## src/rtl/rot_addr_nav.sv

```systemverilog
// Multi-channel address navigator driven by a quadrature rotary encoder and push button.
// Each detent steps the selected channel up or down (wrap or saturate), accelerating on fast turns.
module rot_addr_nav #(
    parameter int CHANNELS    = 4,
    parameter int SEL_WIDTH   = 2,
    parameter int ADDR_WIDTH  = 5,
    parameter int ADDR_MAX    = 2**ADDR_WIDTH-1,
    parameter int MODE_SAT    = 0,
    parameter int FAST_STEP   = 4,
    parameter int FAST_WINDOW = 200000
) (
    input  logic                           clk,
    input  logic                           rst,
    input  logic                           en,
    input  logic                           rot_a,
    input  logic                           rot_b,
    input  logic                           rot_ctr,
    input  logic [SEL_WIDTH-1:0]           sel,
    output logic [ADDR_WIDTH-1:0]          addr,
    output logic [CHANNELS*ADDR_WIDTH-1:0] addr_all,
    output logic                           step_pulse,
    output logic                           step_dir
);

    localparam int AW1   = ADDR_WIDTH + 1;
    localparam int GAP_W = $clog2(FAST_WINDOW + 1);

    localparam logic [ADDR_WIDTH:0] MAX_X   = AW1'(ADDR_MAX);
    localparam logic [ADDR_WIDTH:0] RANGE_X = AW1'(ADDR_MAX + 1);
    localparam logic [ADDR_WIDTH:0] FAST_X  = AW1'(FAST_STEP);
    localparam logic [ADDR_WIDTH:0] ONE_X   = AW1'(1);
    localparam logic [GAP_W-1:0]    WIN_X   = GAP_W'(FAST_WINDOW);

    // Bit order in the input pipeline: [2] = push, [1] = phase B, [0] = phase A.
    logic [2:0] sync1_q, sync1_d;
    logic [2:0] sync2_q, sync2_d;
    logic [2:0] hist_q,  hist_d;

    logic up_q,   up_d;
    logic down_q, down_d;
    logic push_q, push_d;

    logic [ADDR_WIDTH-1:0] ch_q [CHANNELS];
    logic [ADDR_WIDTH-1:0] ch_d [CHANNELS];
    logic [GAP_W-1:0]      gap_q, gap_d;
    logic                  step_dir_q, step_dir_d;
    logic                  step_pulse_q, step_pulse_d;

    logic                  sel_ok;
    logic                  step_req;
    logic [ADDR_WIDTH:0]   cur_x;
    logic [ADDR_WIDTH:0]   stp_x;
    logic [ADDR_WIDTH:0]   sum_x;
    logic [ADDR_WIDTH:0]   nxt_x;

    // Synchroniser, edge history and a registered decode stage; runs regardless of en.
    always_comb begin
        sync1_d = {rot_ctr, rot_b, rot_a};
        sync2_d = sync1_q;
        hist_d  = sync2_q;
        down_d  = sync2_q[0] & ~hist_q[0] & ~sync2_q[1];
        up_d    = sync2_q[1] & ~hist_q[1] & ~sync2_q[0];
        push_d  = sync2_q[2] & ~hist_q[2];
    end

    always_comb begin
        sel_ok = 32'(sel) < 32'(CHANNELS);
        addr   = '0;
        for (int i = 0; i < CHANNELS; i++) begin
            if (32'(sel) == 32'(i)) addr = ch_q[i];
        end
    end

    for (genvar g = 0; g < CHANNELS; g++) begin : g_all
        assign addr_all[g*ADDR_WIDTH +: ADDR_WIDTH] = ch_q[g];
    end

    // Step arithmetic is done one bit wider so the wrap/clamp compares cannot overflow.
    always_comb begin
        cur_x = {1'b0, addr};
        stp_x = ((up_q == step_dir_q) && (gap_q < WIN_X)) ? FAST_X : ONE_X;
        sum_x = cur_x + stp_x;
        if (up_q) begin
            if (sum_x > MAX_X) nxt_x = (MODE_SAT != 0) ? MAX_X : sum_x - RANGE_X;
            else               nxt_x = sum_x;
        end else begin
            if (cur_x < stp_x) nxt_x = (MODE_SAT != 0) ? '0 : cur_x + RANGE_X - stp_x;
            else               nxt_x = cur_x - stp_x;
        end
    end

    // NOTE: every signal written here gets a default first, so no path can infer a latch.
    always_comb begin
        ch_d         = ch_q;
        gap_d        = (gap_q == WIN_X) ? gap_q : gap_q + 1'b1;
        step_dir_d   = step_dir_q;
        step_pulse_d = 1'b0;
        step_req     = (up_q | down_q) & en & sel_ok;

        if (push_q) begin
            // A push wins over a coincident step; the step leaves no trace.
            for (int i = 0; i < CHANNELS; i++) begin
                if (32'(sel) == 32'(i)) ch_d[i] = '0;
            end
        end else if (step_req) begin
            step_dir_d = up_q;
            gap_d      = '0;
            if (nxt_x != cur_x) begin
                step_pulse_d = 1'b1;
                for (int i = 0; i < CHANNELS; i++) begin
                    if (32'(sel) == 32'(i)) ch_d[i] = nxt_x[ADDR_WIDTH-1:0];
                end
            end
        end
    end

    // NOTE: sequential state uses <= so every flop samples pre-edge values regardless of order.
    always_ff @(posedge clk) begin
        if (rst) begin
            sync1_q      <= '0;
            sync2_q      <= '0;
            hist_q       <= '0;
            up_q         <= 1'b0;
            down_q       <= 1'b0;
            push_q       <= 1'b0;
            gap_q        <= WIN_X;
            step_dir_q   <= 1'b0;
            step_pulse_q <= 1'b0;
            // NOTE: the channel array is a handful of flops, not a RAM, so it is reset like any other state.
            for (int i = 0; i < CHANNELS; i++) ch_q[i] <= '0;
        end else begin
            sync1_q      <= sync1_d;
            sync2_q      <= sync2_d;
            hist_q       <= hist_d;
            up_q         <= up_d;
            down_q       <= down_d;
            push_q       <= push_d;
            gap_q        <= gap_d;
            step_dir_q   <= step_dir_d;
            step_pulse_q <= step_pulse_d;
            for (int i = 0; i < CHANNELS; i++) ch_q[i] <= ch_d[i];
        end
    end

    assign step_pulse = step_pulse_q;
    assign step_dir   = step_dir_q;

endmodule

```

## config.mk

```make
export PLATFORM = sky130hd
export DESIGN_NAME = rot_addr_nav
export DESIGN_NICKNAME = d
export VERILOG_FILES = /design/src/rtl/rot_addr_nav.sv
export SDC_FILE = /design/constraint.sdc
export NUM_CORES = 1
export LEC_CHECK = 0
export CAP_MARGIN = 20
export CORE_AREA = 3 3 78 80
export DETAILED_ROUTE_END_ITERATION = 8
export DIE_AREA = 0 0 81 83
export PLACE_DENSITY_LB_ADDON = 0.15
export SLEW_MARGIN = 30
export SYNTH_ARGS = -nofsm -noshare
export SYNTH_HDL_FRONTEND = slang
export SYNTH_SLANG_ARGS = --single-unit
export TNS_END_PERCENT = 30
```

## constraint.sdc

```tcl
create_clock -name clk -period 4.3 [get_ports clk]
set_input_delay 1.29 -clock clk [delete_from_list [all_inputs] [get_ports clk]]
set_output_delay 1.29 -clock clk [all_outputs]
set_load 0.1 [all_outputs]
```

# Word-level counts from Yosys, hierarchy flattened
# Cells that the tools add are included.
word_totals:
  register_bits: 52
  in_bits: 8
  output_inout_bits: 27
  elab_cells: 75
op_classes:
  add_sub_neg: 6
  order_cmp: 3
  n_eq_ne: 6
  mux: 23
  n_bitwise: 14
  reduce_logical: 10
op_table:
  columns: ["cell", "count"]
  rows:
  - ["$mux W20", 3]
  - ["$mux W5", 12]
  - ["$mux W18", 3]
  - ["$add A18 B1 Y18 const B", 1]
  - ["$eq A18 B18 Y1 const B", 1]
  - ["$lt A18 B18 Y1 const B", 1]
  - ["$mux W6", 3]
  - ["$reduce_and A3 Y1", 4]
  - ["$not A1 Y1", 7]
  - ["$add A5 B3 Y6", 1]
  - ["$add A5 B6 Y6 const B", 1]
  - ["$and A1 B1 Y1", 6]
  - ["$gt A6 B5 Y1 const B", 1]
  - ["$ne A6 B5 Y1", 1]
  - ["$sub A5 B3 Y6", 1]
  - ["$sub A6 B3 Y6", 1]
  - ["$sub A6 B6 Y6 const B", 1]
  - ["$lt A5 B3 Y1", 1]
  - ["$eq A2 B2 Y1 const B", 2]
  - ["$reduce_bool A2 Y1", 2]
  - ["$mux W3", 1]
  - ["$reduce_or A3 Y1", 1]
  - ["$eq A2 B1 Y1 const B", 1]
  - ["$logic_not A2 Y1", 1]
  - ["other kinds (5)", 5]

# Logic depth before layout (Yosys ltp)
# Gate-level depths: netlist of the first run.
logic_depth:
  depth_word: 13
  ltp_mapped: 15
  ltp_nobuf: 14

# Worst setup path after synthesis of the first run
# Ideal clock, no wire load.
synth_timing:
  kind: "input port to flip-flop"
  startpoint: "input sel[0]"
  endpoint: "register ch_q, in the netlist addr_all[11]"
  setup_time_ns: 0.124
  arrival_ns: 4.470
  required_ns: 4.176
  path_slack_ns: -0.294
  stages: 12
  path_cell_list: "buf_2 -> mux4_2 -> ha_1 -> clkbuf_1 -> nand2b_1 -> nand2_1 -> o311ai_1 -> nand4_1 -> a2111oi_4 -> nor4bb_1 -> buf_2 -> mux2i_1"
synth_between:
  elab_chain_len: 13
  word_cells_on_any_way: 25
synth_lines:
  columns: ["item", "line", "rtl"]
  rows:
  - ["start, declared", "18", "input logic [SEL_WIDTH-1:0] sel,"]
  - ["$logic_not A2 Y1", "70", "if (32'(sel) == 32'(i)) addr = ch_q[i];"]
  - ["$mux W5 (3 in series)", "70", null]
  - ["$mux W5 (*)", "70", null]
  - ["named net addr[2]", "19", "output logic [ADDR_WIDTH-1:0] addr,"]
  - ["parallel branches: the longest is 8 deep, another holds $add A5 B6 Y6", null, null]
  - ["end, declared", "43", "logic [ADDR_WIDTH-1:0] ch_q [CHANNELS];"]
# Mark *: on every way through the listed nets, which the timed path passes. The select of a mux whose other input is x is not followed.
# A chain may end at the register's enable or synchronous reset.

# Worst setup path in the final report of the first run
layout_timing:
  startpoint: "input sel[0]"
  endpoint: "register ch_q, in the netlist addr_all[18]"
layout_between:
  elab_chain_len: 13
  word_cells_on_any_way: 25
layout_lines:
  columns: ["item"]
  rows:
  - ["parallel branches: the longest is 13 deep, another holds $add A5 B6 Y6"]
# Several ways; the timed one is not identified. The select of a mux whose other input is x is not followed.

==> impl_metrics.env, run 1 <==
export IMPL_dr_pass1_iters=5
export IMPL_worstSetupPathType="input pin to register"
export IMPL_r2r_start="gap_q[14]$_SDFF_PP0_"
export IMPL_synth_ff_type="dfxtp_1"
export IMPL_power_leakage_nw=1.40
export IMPL_die_h_microns=83
export IMPL_holdPathEnd="up_q$_SDFF_PP0_"
export IMPL_rsz0062_at_grt="false"
export IMPL_final_core_util_pct=64.8
export IMPL_cts_root_buf="clkbuf_8"
export IMPL_async_flop_share_pct=0
export IMPL_synth_edf_count=0
export IMPL_design_die_area_sq_mm=0.00672
export IMPL_ff_latch_area_sq_mm=0.00104
export IMPL_finalHoldViolations=0
export IMPL_slew_viol_final=0
export IMPL_end_kind="register"
export IMPL_drt_iter0_markers=105
export IMPL_vias=2176
export IMPL_avgViaCountPerCell=5.21
export IMPL_ys_ff_latch=52
export IMPL_multi_input_area_sq_mm=0.00159
export IMPL_min_path_cells=1
export IMPL_start_kind="input pin"
export IMPL_synth_area_leaders="dfxtp_1, mux2i_1, nand2b_1, xor2_1, ha_1"
export IMPL_wl_met3_microns=214
export IMPL_worstMarginPinSlew_ns=0.981
export IMPL_drive_above_1_share_pct=21.4
export IMPL_ir_worst_vdd_mv=0.224
export IMPL_tritoncts="done"
export IMPL_synth_seq_area_share_pct=39.4
export IMPL_min_period_ns=4.07
export IMPL_dpl_hpwl_microns=4530
export IMPL_powerDensity_mw_per_mm2=306
export IMPL_gp_congestion=0.879
export IMPL_yosys_warnings=0
export IMPL_setup_slack_ns=0.233
export IMPL_core_sq_mm=0.00547
export IMPL_htreeDepth=2
export IMPL_rows=27
export IMPL_relSlewSlack_pct=34.4
export IMPL_yosys_area_top_type_share_pct=39.4
export IMPL_grt_pass1_wl_microns=10100
export IMPL_syn_num_nets=292
export IMPL_grt_ovfl_total=0
export IMPL_detailedPlace_worstSlack_ns=-0.490
export IMPL_fill_cells=482
export IMPL_nets=362
export IMPL_stdcell_area_sq_mm=0.00355
export IMPL_cp_required_ns=4.49
export IMPL_drtAntennaViolNets=0
export IMPL_highest_layer="met4"
export IMPL_wl_met2_microns=2700
export IMPL_first_global_vias=2096
export IMPL_postSynthCellCount=275
export IMPL_arrival_ns=4.26
export IMPL_status="finished, final reports clean"
export IMPL_cts_buffers=5
export IMPL_synth_area_leader_cell="dfxtp_1"
export IMPL_clock_sinks=52
export IMPL_yosysMostFrequentCell="dfxtp_1"
export IMPL_netlist_area_sq_mm=0.00264
export IMPL_clock_latency_ns=0.31
export IMPL_detail_route_wl_per_cell_microns=14.3
export IMPL_placed_area_sq_mm=0.00341
export IMPL_fp_dieW_microns=81
export IMPL_synth_avg_cell_area_sq_um=9.61
export IMPL_hp_start="hist_q[1]$_SDFF_PP0_"
export IMPL_antenna_found_initial=0
export IMPL_maxCapViolCount=0
export IMPL_r2r_worst_path_cells=14
export IMPL_cts_hold_buf=0
export IMPL_reg2reg_to="addr_all[18]$_SDFFE_PP0P_"
export IMPL_synth_distinct_cells=46
export IMPL_period_share_pct=94.6
export IMPL_synthTopCellsByCount="dfxtp_1, nand2b_1, mux2i_1, nor2_1, nand2_1"
export IMPL_cts_buffer_depth=2
export IMPL_io_buffer_count=34
export IMPL_rrSetupSlack_ns=0.88
export IMPL_area_growth_pct=34.3
export IMPL_min_path_type="register to register"
export IMPL_setup_viol=0
export IMPL_ios=35
export IMPL_finClkSkew_ns=0.00857
export IMPL_grtUsageTotal_pct=19.1
export IMPL_max_freq_mhz=246
export IMPL_diodes=0
export IMPL_wl_met1_microns=3000
export IMPL_wl_microns=5960
export IMPL_drc=0
export IMPL_start_util_pct=48.3
export IMPL_cts_clk_slew_worst_paths_ns=0.09
export IMPL_critPathMaxFanout=5
export IMPL_grt_max_degree=38
[routing by layer]
layer	up-vias	track usage (%)
li1	1101	-
met1	1036	28.4
met2	35	27.6
met3	4	3.15
met4	0	6.61
met5	-	0
[worst max-delay path: stages]
cell and delay (ns):
dlygate4sd2_1 0.22, buf_6 0.13, mux4_2 0.57, ha_4 0.20, or2_2 0.29, or3_1 0.30, o211ai_1 0.27, mux2i_2 0.16
a2111oi_4 0.29, buf_4 0.20, nor3b_2 0.04, buf_4 0.16, mux2i_1 0.12
[sequential cells by signal (all words and copies together) (netlist names)]
register    count
addr_all       20
gap_q          18
hist_d          3
hist_q          3
sync1_q         3
down_q          1
push_q          1
step_dir        1
step_pulse      1
up_q            1
[cells by family (layout without fill, tap and decap cells)]
kind of cell	after synthesis	in the layout	share of synthesized area (%)
buffers and inverters	21	92	3.13
AO/OA/AOI/OAI	34	34	9.94
adder cells (fa/ha/maj)	9	9	4.26
XOR/XNOR	21	21	6.96
multiplexers	25	25	11.9
flip-flops	52	52	39.4
AND/OR/NAND/NOR	113	113	24.4
[final cells by class]
cell class	instances	area share [%]
inverter	10	1.06
clock inverter	2	0.388
clock buffer	6	2.05
timing repair buffer	74	19.7
tap	72	2.54
sequential	52	29.3
multi-input combinational	202	44.9
[power breakdown]
| part | total, mW | switching [mW] | internal [mW] |
|---|---|---|---|
| logic | 0.295 | 0.163 | 0.133 |
| clock network | 0.274 | 0.158 | 0.116 |
| registers | 0.517 | 0.0157 | 0.501 |
| total | 1.09 | 0.337 | 0.750 |
[cell usage in the layout (no fill, tap or decap), drive strengths merged, types with 4 or more instances in the layout]
| cell | instances |
|---|---|
| nor2 | 19 |
| a21oi | 5 |
| and3 | 4 |
| clkdlybuf4s50 | 27 |
| nor3 | 6 |
| clkbuf | 6 |
| nor3b | 5 |
| o2bb2ai | 4 |
| xor2 | 13 |
| buf | 45 |
| nand2 | 17 |
| inv | 11 |
| mux4 | 5 |
| o21bai | 6 |
| o21ai | 6 |
| nand4 | 4 |
| nand2b | 23 |
| nand3 | 11 |
| xnor2 | 8 |
| mux2i | 19 |
| dfxtp | 52 |
| nor2b | 12 |
| ha | 9 |
[repair_timing]
item                                    CTS  global route
buffers inserted                          5             0
pin swaps                                 4             0
endpoints found under the setup margin   16            14
resized for setup                         5             1
[worst max path at each step]
stage	depth (start not counted)	slack, ns	end	from
finish	13	0.23	addr_all[18]$_SDFFE_PP0P_	sel[0]
global route	14	0.07	addr_all[1]$_SDFFE_PP0P_	sel[0]
CTS	5	0.12	addr[4]	sel[1]
detailed placement	15	-0.49	addr_all[8]$_SDFFE_PP0P_	sel[0]
global placement	15	-0.46	addr_all[8]$_SDFFE_PP0P_	sel[0]
floorplan	13	-0.01	addr_all[11]$_SDFFE_PP0P_	sel[0]
[through the flow]
stage	hold WS, ns	power (mW)	TNS, ns	cells
2_1_floorplan	0.367	0.739	-0.0338	275
3_5_place_dp	0.377	0.817	-7.37	405
6_report	0.389	1.09	0	418
3_3_place_gp	0.372	0.819	-6.36	405
4_1_cts	0.389	1.10	0	418
5_1_grt	0.401	1.15	0	418
Power figures use the tool's default switching activity.
==> inputs of run 2 (changes only) <==
--- a/config.mk
+++ b/config.mk
@@ -9,7 +9,7 @@
 export CORE_AREA = 3 3 78 80
 export DETAILED_ROUTE_END_ITERATION = 8
 export DIE_AREA = 0 0 81 83
-export PLACE_DENSITY_LB_ADDON = 0.15
+export PLACE_DENSITY = 0.84
 export SLEW_MARGIN = 30
 export SYNTH_ARGS = -nofsm -noshare
 export SYNTH_HDL_FRONTEND = slang
==> constraint.sdc (replaced) <==
create_clock -name clk -period 3.43 [get_ports clk]
set_input_delay 1.029 -clock clk [delete_from_list [all_inputs] [get_ports clk]]
set_output_delay 1.029 -clock clk [all_outputs]
set_load 0.1 [all_outputs]
==> run 2 against run 1 <==
Effect of this change: the run now ends with negative setup slack left; total power is 29% higher; wire length is 10% higher; first-iteration DRC count is 29% higher; largest cell class unchanged; largest power group unchanged.
==> impl_metrics.env, run 2 (synthesis results as in run 1) <==
export IMPL_status="finished with violations"
export IMPL_violations="negative setup slack"
export IMPL_die_h_microns=83
export IMPL_dpl_hpwl_microns=4710
export IMPL_worstMarginPinSlew_ns=0.608
export IMPL_cts_clk_slew_worst_paths_ns=0.09
export IMPL_detail_route_wl_per_cell_microns=15.5
export IMPL_end_kind="register"
export IMPL_highest_layer="met4"
export IMPL_grt_pass1_wl_microns=11200
export IMPL_rrSetupSlack_ns=0.07
export IMPL_finalHoldViolations=0
export IMPL_drc=0
export IMPL_slew_viol_final=0
export IMPL_crit_start="sel[0]"
export IMPL_ir_worst_vdd_mv=0.269
export IMPL_maxCapViolCount=0
export IMPL_fill_cells=410
export IMPL_diodes=0
export IMPL_cts_root_buf="clkbuf_8"
export IMPL_r2r_start="gap_q[15]$_SDFF_PP0_"
export IMPL_grt_max_degree=28
export IMPL_min_period_ns=3.56
export IMPL_tritoncts="done"
export IMPL_critical_path_endpoint="addr_all[4]$_SDFFE_PP0P_"
export IMPL_io_buffer_count=34
export IMPL_worstSetupPathType="input pin to register"
export IMPL_power_leakage_nw=1.48
export IMPL_layout_common_cells="buf_4, dfxtp_1, nand2b_1"
export IMPL_fp_dieW_microns=81
export IMPL_cp_required_ns=3.61
export IMPL_avgViaCountPerCell=5.44
export IMPL_start_util_pct=48.3
export IMPL_rsz0062_at_grt="true"
export IMPL_drt_iter0_markers=135
export IMPL_core_sq_mm=0.00547
export IMPL_finClkSkew_ns=0.0125
export IMPL_largest_reg_flops=20
export IMPL_arrival_ns=3.74
export IMPL_setup_tns_final_ns=-0.950
export IMPL_rows=27
export IMPL_clock_latency_ns=0.31
export IMPL_critPathMaxFanout=8
export IMPL_area_growth_pct=36.7
export IMPL_wl_met2_microns=3220
export IMPL_wl_met1_microns=2840
export IMPL_layout_commonest_cell="buf_4"
export IMPL_htreeDepth=2
export IMPL_max_freq_mhz=281
export IMPL_start_kind="input pin"
export IMPL_relSlewSlack_pct=59.1
export IMPL_min_path_type="register to register"
export IMPL_cts_buffers=5
export IMPL_design_die_area_sq_mm=0.00672
export IMPL_vias=2303
export IMPL_setup_viol=16
export IMPL_cts_buffer_depth=2
export IMPL_period_share_pct=104
export IMPL_reg2reg_to="addr_all[9]$_SDFFE_PP0P_"
export IMPL_powerDensity_mw_per_mm2=389
export IMPL_dr_pass1_iters=4
export IMPL_wl_met3_microns=308
export IMPL_nets=368
export IMPL_gp_congestion=0.907
export IMPL_clock_sinks=52
export IMPL_setup_slack_ns=-0.128
export IMPL_grt_ovfl_total=0
export IMPL_final_core_util_pct=66.0
export IMPL_ios=35
export IMPL_drtAntennaViolNets=0
export IMPL_r2r_worst_path_cells=16
export IMPL_wl_microns=6560
export IMPL_drive_above_1_share_pct=31.6
export IMPL_first_global_vias=2342
export IMPL_grtUsageTotal_pct=20.9
export IMPL_antenna_found_initial=0
run 2: where the power goes:
group / total [mW] / leakage [nW] / internal, mW / switching, mW
Combinational: 0.416 / 1.01 / 0.192 / 0.224
Clock: 0.340 / 0.0406 / 0.142 / 0.198
Sequential: 0.648 / 0.422 / 0.628 / 0.0197
run 2: per-stage QoR:
stage                     instances  hold WS [ns]  area [sq um]  power (mW)  setup slack (ns)
after global placement          410         0.372          3390        1.02            -0.947
after detailed placement        410         0.376          3390        1.03            -0.944
after floorplan                 275         0.367          2730       0.927            -0.618
final                           423         0.396          3610        1.40            -0.128
after global routing            423         0.421          3610        1.47            -0.232
after CTS                       421         0.400          3570        1.39            -0.138
run 2: critical path, stage by stage:
cell and delay (ns):
buf_12 0.10, mux4_2 0.54, inv_2 0.09, ha_4 0.15, ha_4 0.14, nand2b_4 0.14, nand2_4 0.05, o311ai_4 0.30
nand4_1 0.22, a2111oi_4 0.45, buf_4 0.21, nor4b_4 0.05, buf_4 0.15, mux2i_1 0.11
run 2: final cells by class:
cell class              instances  area, sq um  area share [%]
clock buffers                   5         68.8            1.90
repair buffers                 80          693            19.2
inverters                      10         37.5            1.04
well taps                      72         90.1            2.49
multi-input cells             202         1670            46.1
flip-flops and latches         52         1040            28.8
clock inverters                 2         16.3           0.450
run 2: metal layers:
metal  vias to the layer above  track usage, %
met5                         -               0
met4                         0            8.76
met3                        19            4.88
met2                        73            33.6
met1                      1099            26.5
li1                       1112               -
run 2: what timing repair did:
action / in CTS / in global routing
pin swaps: 7 / 6
cloned: 0 / 0
gates resized for setup: 21 / 9
hold buffers: 0 / 0
setup buffers: 4 / 3
setup endpoints to repair: 26 / 22
run 2: worst min-delay path by stage:
stage	from	end	slack, ns	cells past startpoint
after floorplan	hist_q[2]$_SDFF_PP0_	push_q$_SDFF_PP0_	0.37	1
after global placement	hist_q[2]$_SDFF_PP0_	push_q$_SDFF_PP0_	0.37	1
after detailed placement	hist_q[2]$_SDFF_PP0_	push_q$_SDFF_PP0_	0.38	1
after CTS	hist_q[2]$_SDFF_PP0_	push_q$_SDFF_PP0_	0.40	1
after global routing	hist_q[0]$_SDFF_PP0_	down_q$_SDFF_PP0_	0.42	1
final	hist_q[2]$_SDFF_PP0_	push_q$_SDFF_PP0_	0.40	1
